**config.mk**
```make
export PLATFORM = sky130hd
export DESIGN_NAME = instr_sequencer
export DESIGN_NICKNAME = d
export VERILOG_FILES = /design/src/rtl/instr_sequencer.sv
export SDC_FILE = /design/constraint.sdc
export NUM_CORES = 1
export LEC_CHECK = 0
export ABC_AREA = 1
export ABC_CLOCK_PERIOD_IN_PS = 2900
export CAP_MARGIN = 25
export CELL_PAD_IN_SITES_DETAIL_PLACEMENT = 0
export CELL_PAD_IN_SITES_GLOBAL_PLACEMENT = 1
export CORE_MARGIN = 1
export CORE_UTILIZATION = 44
export DETAILED_ROUTE_END_ITERATION = 8
export GPL_TIMING_DRIVEN = 0
export PLACE_DENSITY = 0.84
export SLEW_MARGIN = 20
export SYNTH_ARGS = -nofsm -noshare
export SYNTH_HDL_FRONTEND = slang
export SYNTH_SLANG_ARGS = --single-unit
```
**constraint.sdc**
```tcl
create_clock -name clk -period 2.9 [get_ports clk]
set_input_delay 0.58 -clock clk [delete_from_list [all_inputs] [get_ports clk]]
set_output_delay 0.58 -clock clk [all_outputs]
set_load 0.05 [all_outputs]
```
**src/rtl/instr_sequencer.sv**
```systemverilog
// Program sequencer and io_out tracer for the tiny-CPU core.
// It feeds one instruction per cycle from a small program memory and follows taken jumps.
// Every change on io_out is timestamped into a first-word-fall-through trace FIFO.
module instr_sequencer #(
   parameter int unsigned        INSTR_W     = 6,
   parameter int unsigned        IO_W        = 5,
   parameter int unsigned        ADDR_W      = 4,
   parameter int unsigned        TS_W        = 16,
   parameter int unsigned        TRACE_DEPTH = 8,
   parameter int unsigned        MAX_CYCLES  = 1000,
   parameter logic [INSTR_W-1:0] NOP_INSTR   = '0
) (
   input  logic                 clk,
   input  logic                 rst,
   input  logic                 ld_valid,
   input  logic [ADDR_W-1:0]    ld_addr,
   input  logic [INSTR_W-1:0]   ld_data,
   input  logic [ADDR_W-1:0]    last_addr,
   input  logic                 start,
   input  logic                 halt,
   output logic [INSTR_W-1:0]   instr,
   input  logic                 cjump,
   input  logic [IO_W-1:0]      io_out,
   output logic                 trace_valid,
   input  logic                 trace_ready,
   output logic [TS_W+IO_W-1:0] trace_data,
   output logic                 busy,
   output logic                 done,
   output logic                 timeout,
   output logic                 overflow
);

   localparam int unsigned DEPTH   = 2 ** ADDR_W;
   localparam int unsigned FAW     = $clog2(TRACE_DEPTH);
   localparam int unsigned PW      = FAW + 1;
   localparam int unsigned ENTRY_W = TS_W + IO_W;

   typedef enum logic [1:0] {S_IDLE, S_RUN, S_DONE} state_t;

   state_t              state;
   logic [ADDR_W-1:0]   pc;
   logic [ADDR_W-1:0]   last_q;
   logic [TS_W-1:0]     cycle;
   logic [IO_W-1:0]     prev_io;
   logic                first;
   logic [PW-1:0]       wr_ptr;
   logic [PW-1:0]       rd_ptr;

   logic [INSTR_W-1:0]  mem  [DEPTH];
   logic [ENTRY_W-1:0]  fifo [TRACE_DEPTH];

   logic                run;
   logic                launch;
   logic [INSTR_W-1:0]  cur;
   logic                fifo_full;
   logic                pop;
   logic                push;
   logic                push_ok;

   // Decode of current state, FIFO status and the trace push/pop handshake
   always_comb begin
      run         = (state == S_RUN);
      launch      = !run && start && !halt;
      cur         = mem[pc];
      instr       = run ? cur : NOP_INSTR;
      busy        = run;
      trace_valid = (wr_ptr != rd_ptr);
      fifo_full   = ((wr_ptr - rd_ptr) == PW'(TRACE_DEPTH));
      pop         = trace_valid && trace_ready;
      push        = run && (first || (io_out != prev_io));
      push_ok     = push && (!fifo_full || pop);
      trace_data  = fifo[rd_ptr[FAW-1:0]];
   end

   // Program memory: writable outside RUN, deliberately not reset
   always_ff @(posedge clk) begin
      if (ld_valid && !run) begin
         mem[ld_addr] <= ld_data;
      end
   end

   // Trace storage; a push at full with a pop reuses the slot being popped
   always_ff @(posedge clk) begin
      if (push_ok) begin
         fifo[wr_ptr[FAW-1:0]] <= {cycle, io_out};
      end
   end

   // Run control FSM, pc/cycle tracking, FIFO pointers and sticky status
   always_ff @(posedge clk or posedge rst) begin
      if (rst) begin
         state    <= S_IDLE;
         pc       <= '0;
         last_q   <= '0;
         cycle    <= '0;
         prev_io  <= '0;
         first    <= 1'b0;
         wr_ptr   <= '0;
         rd_ptr   <= '0;
         done     <= 1'b0;
         timeout  <= 1'b0;
         overflow <= 1'b0;
      end else begin
         if (launch) begin
            wr_ptr <= '0;
            rd_ptr <= '0;
         end else begin
            if (push_ok) wr_ptr <= wr_ptr + PW'(1);
            if (pop)     rd_ptr <= rd_ptr + PW'(1);
         end
         if (push && fifo_full && !pop) begin
            overflow <= 1'b1;
         end

         case (state)
            S_IDLE, S_DONE: begin
               if (launch) begin
                  state    <= S_RUN;
                  pc       <= '0;
                  cycle    <= '0;
                  last_q   <= last_addr;
                  first    <= 1'b1;
                  done     <= 1'b0;
                  timeout  <= 1'b0;
                  overflow <= 1'b0;
               end
            end
            S_RUN: begin
               first   <= 1'b0;
               prev_io <= io_out;
               cycle   <= cycle + TS_W'(1);
               pc      <= cjump ? cur[ADDR_W-1:0] : pc + ADDR_W'(1);
               if (halt) begin
                  state <= S_DONE;
                  done  <= 1'b1;
               end else if (cycle == TS_W'(MAX_CYCLES - 1)) begin
                  state   <= S_DONE;
                  done    <= 1'b1;
                  timeout <= 1'b1;
               end else if ((pc == last_q) && !cjump) begin
                  state <= S_DONE;
                  done  <= 1'b1;
               end
            end
            default: state <= S_IDLE;
         endcase
      end
   end

endmodule

```
; ---- After elaboration in Yosys (flattened, before gate mapping)
; Memory sizes are Yosys's and may differ from the RTL's.
; Index checks and enable logic that the tools add are counted.
[totals]
ramBits = 264
output_inout_bits = 32
ff_bits = 43
in_bits = 26
wordCells = 87
mem_count = 2
[op_classes]
n_reduce_logical = 26
muxes = 32
n_addsub = 5
eq_ne = 11
[mem_list]
columns = memory, depth, width, read_ports, rd_clocked_by_memory_dff, wr, line
row1 = fifo, 8, 21, 1, 0, 1, 50  ; logic [ENTRY_W-1:0] fifo [TRACE_DEPTH];
row2 = mem, 16, 6, 1, 0, 1, 49  ; logic [INSTR_W-1:0] mem [DEPTH];
[op_table]
columns = op, count
row1 = 16-bit one-hot mux with 2 select lines, 1
row2 = 4-bit two-way mux, 6
row3 = "16-bit by 1-bit adder with 16-bit output, second input constant", 1
row4 = "16-bit by 10-bit == test with 1-bit output, second input constant", 1
row5 = 16-bit two-way mux, 1
row6 = 1-bit two-way mux, 14
row7 = "4-bit by 1-bit adder with 4-bit output, second input constant", 3
row8 = 1-bit logical AND, 9
row9 = 2-bit two-way mux, 4
row10 = 4-bit one-hot mux with 2 select lines, 1
row11 = 6-bit two-way mux, 1
row12 = 1-bit one-hot mux with 2 select lines, 3
row13 = 2-bit AND reduction, 3
row14 = 2-bit nonzero test, 3
row15 = 1-bit logical NOT, 5
row16 = 5-bit inequality test, 1
row17 = 4-bit == test, 1
row18 = "4-bit == test, second input constant", 1
row19 = "2-bit inequality test, second input constant", 2
row20 = "4-bit by 2-bit inequality test with 1-bit output, second input constant", 1
row21 = 4-bit inequality test, 1
row22 = 2-bit one-hot mux with 2 select lines, 1
row23 = 4-bit AND reduction, 1
row24 = 4-bit subtractor, 1
row25 = 7 further kinds, 8

; ---- Longest topological paths before layout
[depth]
depth_word = 8
ltp_mapped = 13
mapped_depth_nobuf = 13

; ---- Worst setup path before layout
; OpenSTA, ideal clock, no wires.
[synth_path]
path_kind = register -> register
start = register rd_ptr[2]
end = memory fifo[1][0] (netlist name) (enable)
path_stages_with_launch = 13
synth_period_minus_slack_ns = 3.417
path_slack_ns = -0.517
arrival_ns = 3.019
n_path_buf = 1
setup_ns = 0.399
required_ns = 2.501
path_cell_list = dfrtp_1 -> inv_1 -> buf_1 -> ha_1 -> inv_1 -> nor2_2 -> nand2_1 -> nand2_2 -> nand3_1 -> nor2_1 -> nor2_2 -> nand2_1 -> nor2_1
[synth_between]
elab_cells_between_ends = 9
cone_classes = add/sub (1) / eq/ne (2) / mux (2) / reduce/logical (4)
[synth_rtl]
columns = item, line
row1 = "start, declared", 47  ; logic [PW-1:0] rd_ptr;
row2 = "start signal, assigned", 109  ; if (pop) rd_ptr <= rd_ptr + PW'(1);
row3 = 4-bit inequality test, 67  ; trace_valid = (wr_ptr != rd_ptr);
row4 = via trace_valid, 24  ; output logic trace_valid,
row5 = 1-bit logical AND, 69  ; pop = trace_valid && trace_ready;
row6 = 1-bit logical OR, 71  ; push_ok = push && (!fifo_full || pop);
row7 = 1-bit logical AND, 71
row8 = 1-bit two-way mux, 84  ; if (push_ok) begin
row9 = 1-bit two-way mux (not written as such), 85  ; fifo[wr_ptr[FAW-1:0]] <= {cycle, io_out};
row10 = "end, declared", 50
; The timed path passes the listed nets, and every way through them passes these cells.

; ---- Final worst setup path
[layout_path]
start = register pc[0]
end = output port instr[1]
[layout_between]
elab_chain_cells = 2
[layout_lines]
columns = item, line
row1 = "start, declared", 41  ; logic [ADDR_W-1:0] pc;
row2 = "start signal, assigned", 132  ; pc <= cjump ? cur[ADDR_W-1:0] : pc + ADDR_W'(1);
row3 = memory read 16 x 6 bit, --
row4 = 6-bit two-way mux, 65  ; instr = run ? cur : NOP_INSTR;
row5 = "end, declared", 21  ; output logic [INSTR_W-1:0] instr,
; No other way between the ends.

==> impl_metrics.csv <==
group,metric,value,unit
finish,fin_area,15900,sq um
global_route,grt_pass1_wl,52100,um
detailed_routing,vias,9390,
setup_path,path_class,"reg2out",
clocking,root_buffer,"clkbuf_16",
timing,slew-limit-headroom,46.5,%
timing,fin_crit_sh,98.7,%
global_route,track_usage,22.5,%
timing,slew_violations,0,
logic_synthesis,synth_cell_types,33,
finish,filler_cell_count,2446,
logic_synthesis,synth_top_area_share,61.2,%
detailed_routing,firstDrtPassIters,5,
timing,hold_viol_final,0,
floorplanning,fp.dieW,174,um
setup_path,startpoint_type,"register",
finish,postLayoutCoreUtil,55.0,%
timing,fin_ws,0.0390,ns
detailed_routing,drc,0,
floorplanning,ioPinCount,58,
pwr,power_density,970,nW/um^2
clocking,clkSlewWorstSetupHoldPaths,0.07,ns
min_path,min_path_type,"in2async",
clocking,cts.path.max_buffers,3,
finish,drive_gt1_share,15.7,%
logic_synthesis,syn_inst,1193,
setup_path,timing.rr.start,"rd_ptr[1]",
clocking,cts_max_level,1,
logic_synthesis,synth.most_common_cell,"nand2_1",
floorplanning,initial_core_util,44.9,%
global_route,overflow,0,
logic_synthesis,synth_edf_count,264,
logic_synthesis,syn_nets,1226,
logic_synthesis,yosysWarnings,0,
timing,hold_ws,0.259,ns
floorplanning,die_area,30200,sq um
logic_synthesis,synth_area,13000,sq um
run_status,outcome,"finished, final reports clean",
finish,multi_input_area,3640,sq um
timing,timing.fmax,0.350,GHz
global_route,antenna_found_initial,0,
floorplanning,row_count,62,
run,maxCapViolCount,0,
timing,setup_violations,0,
floorplanning,core_area,28900,sq um
global_route,grt_max_degree,33,
setup_path,critical_path_required,2.32,ns
place,port-buffer-count,56,
clocking,cts.sink_count,307,
clocking,postCtsHoldBufs,0,
detailed_routing,drtIter0Drc,1091,
clocking,clock_latency,0.58,ns
clocking,cts_tree,"built",
place,dpl_cell_area,14100,sq um
setup_path,path_max_fanout,9,
detailed_routing,wl_per_cell,19.7,um
timing,worstMarginPinSlew,0.801,ns
place,dp_cells,1635,
setup_path,reg2reg_depth,13,
place,dpl.hpwl,20800,um
floorplanning,die_y,174,um
place,place_congestion,0.875,
logic_synthesis,synth_seq_cells,307,
detailed_routing,routed_via_density,5.42,
timing,fin_tns_setup,0,ns
timing,fin_skew,0.0249,ns
setup_path,regToRegEndpoint,"fifo[3][9]",
logic_synthesis,synth_seq_area_share,69.5,%
logic_synthesis,avgSynthCellArea,10.9,sq um
finish,final_nets,1358,
logic_synthesis,async_flop_share,14.0,%
setup_path,worstPathArrival,2.28,ns
detailed_routing,ant_nets,0,
place,place_ws,-0.676,ns
finish,synthToLayoutAreaGrowth,22.3,%
finish,seqCellArea,9010,sq um
setup_path,r2r_slack,0.18,ns
global_route,grt_pass1_vias,9111,
timing,layout_min_cycle_time,2.86,ns
pwr,p_total,15.4,mW
finish,instances_no_fill,1734,
clocking,cts_made_buffers,31,
logic_synthesis,yosys.area.top_type,"edfxtp_1",
finish,n_antenna_cell,0,
logic_synthesis,synth.top_cells.by_count,"nand2_1, edfxtp_1, nor2_1",
setup_path,cp-end-kind,"output pin",
detailed_routing,wirelength,34200,um
logic_synthesis,synth.top_cells.by_area,"edfxtp_1, dfrtp_1, nand2_1",
timing,rsz0062_at_grt,"true",
pwr,leakage,6.13,nW
logic_synthesis,ys.flop_type,"edfxtp_1",
pwr,vdd_drop_max,0.503,mV
metal layers:
layer  up-vias  track usage, %  part of all wire, %
li1       4415               -                    -
met1      4516            30.6                   41
met2       406            38.1                   49
met3        53            2.81                  7.5
met4         0            6.43                  2.2
met5         -               0                    0
cell families (layout without fill, tap and decap cells):
logic type	after synthesis	in the layout	share of synthesized area (%)
AND/OR/NAND/NOR	547	554	16.9
flip-flops	307	307	69.5
AO/OA/AOI/OAI	201	201	8.44
buffers and inverters	124	274	4.00
adder cells (fa/ha/maj)	7	7	0.676
XOR/XNOR	5	5	0.338
multiplexers	2	2	0.154
registers in the layout, summed over array words and instances, names as in the netlist:
signal / count
wr_ptr: 4
done: 1
cycle: 16
fifo: 168
first: 1
state: 2
rd_ptr: 4
overflow: 1
timeout: 1
mem: 96
pc: 4
prev_io: 5
last_q: 4
worst max-delay path by stage:
stage / endpoint / start / slack [ns]
final: instr[1] / pc[0] / 0.04
after global routing: instr[5] / pc[0] / -0.04
after CTS: trace_valid / rd_ptr[1] / -0.02
after detailed placement: fifo[4][2] / rd_ptr[2] / -0.68
after global placement: fifo[3][3] / rd_ptr[2] / -1.16
after floorplan: fifo[1][0] / rd_ptr[2] / -0.21
power breakdown:
group          total (mW)  switching (mW)  internal, mW
clock network        4.09            1.71          2.38
registers            5.41           0.248          5.16
logic                5.89            4.05          1.84
repair_timing:
action | 4_1_cts | 5_1_grt
setup endpoints to repair | 197 | 197
pin swaps | 16 | 10
buffers inserted | 23 | 10
gates resized for setup | 207 | 63
cloned | 7 | 3
hold endpoints to repair | 0 | 0
critical path, stage by stage (launching register included):
cell,delay [ns]
dfrtp_1,0.37
buf_6,0.17
inv_8,0.05
buf_12,0.14
clkbuf_16,0.15
nand2_1,0.05
nand3_1,0.08
nand3_1,0.12
nand3_1,0.15
a21oi_2,0.23
buf_6,0.19
cells in the final DEF, fill, tap and decap left out, types with 17 or more instances in the layout:
cell type        instances
nand3_1                 65
nor2_4                  17
nand2_1                284
dfrtp_1                 40
edfxtp_1               264
o21ai_0                129
buf_4                   32
clkbuf_4                17
clkbuf_16               34
nor2_1                 162
inv_1                   61
o22ai_1                 43
clkdlybuf4s50_1         27
cell type report:
class / count / area share [%]
buffer: 52 / 2.37
clock inverter: 23 / 1.55
multi-input combinational: 769 / 23.0
tap: 384 / 3.03
timing repair buffer: 94 / 6.41
clock buffer: 35 / 5.11
sequential: 307 / 56.8
inverter: 70 / 1.78
Note: power is estimated with default switching activity, not from simulation.
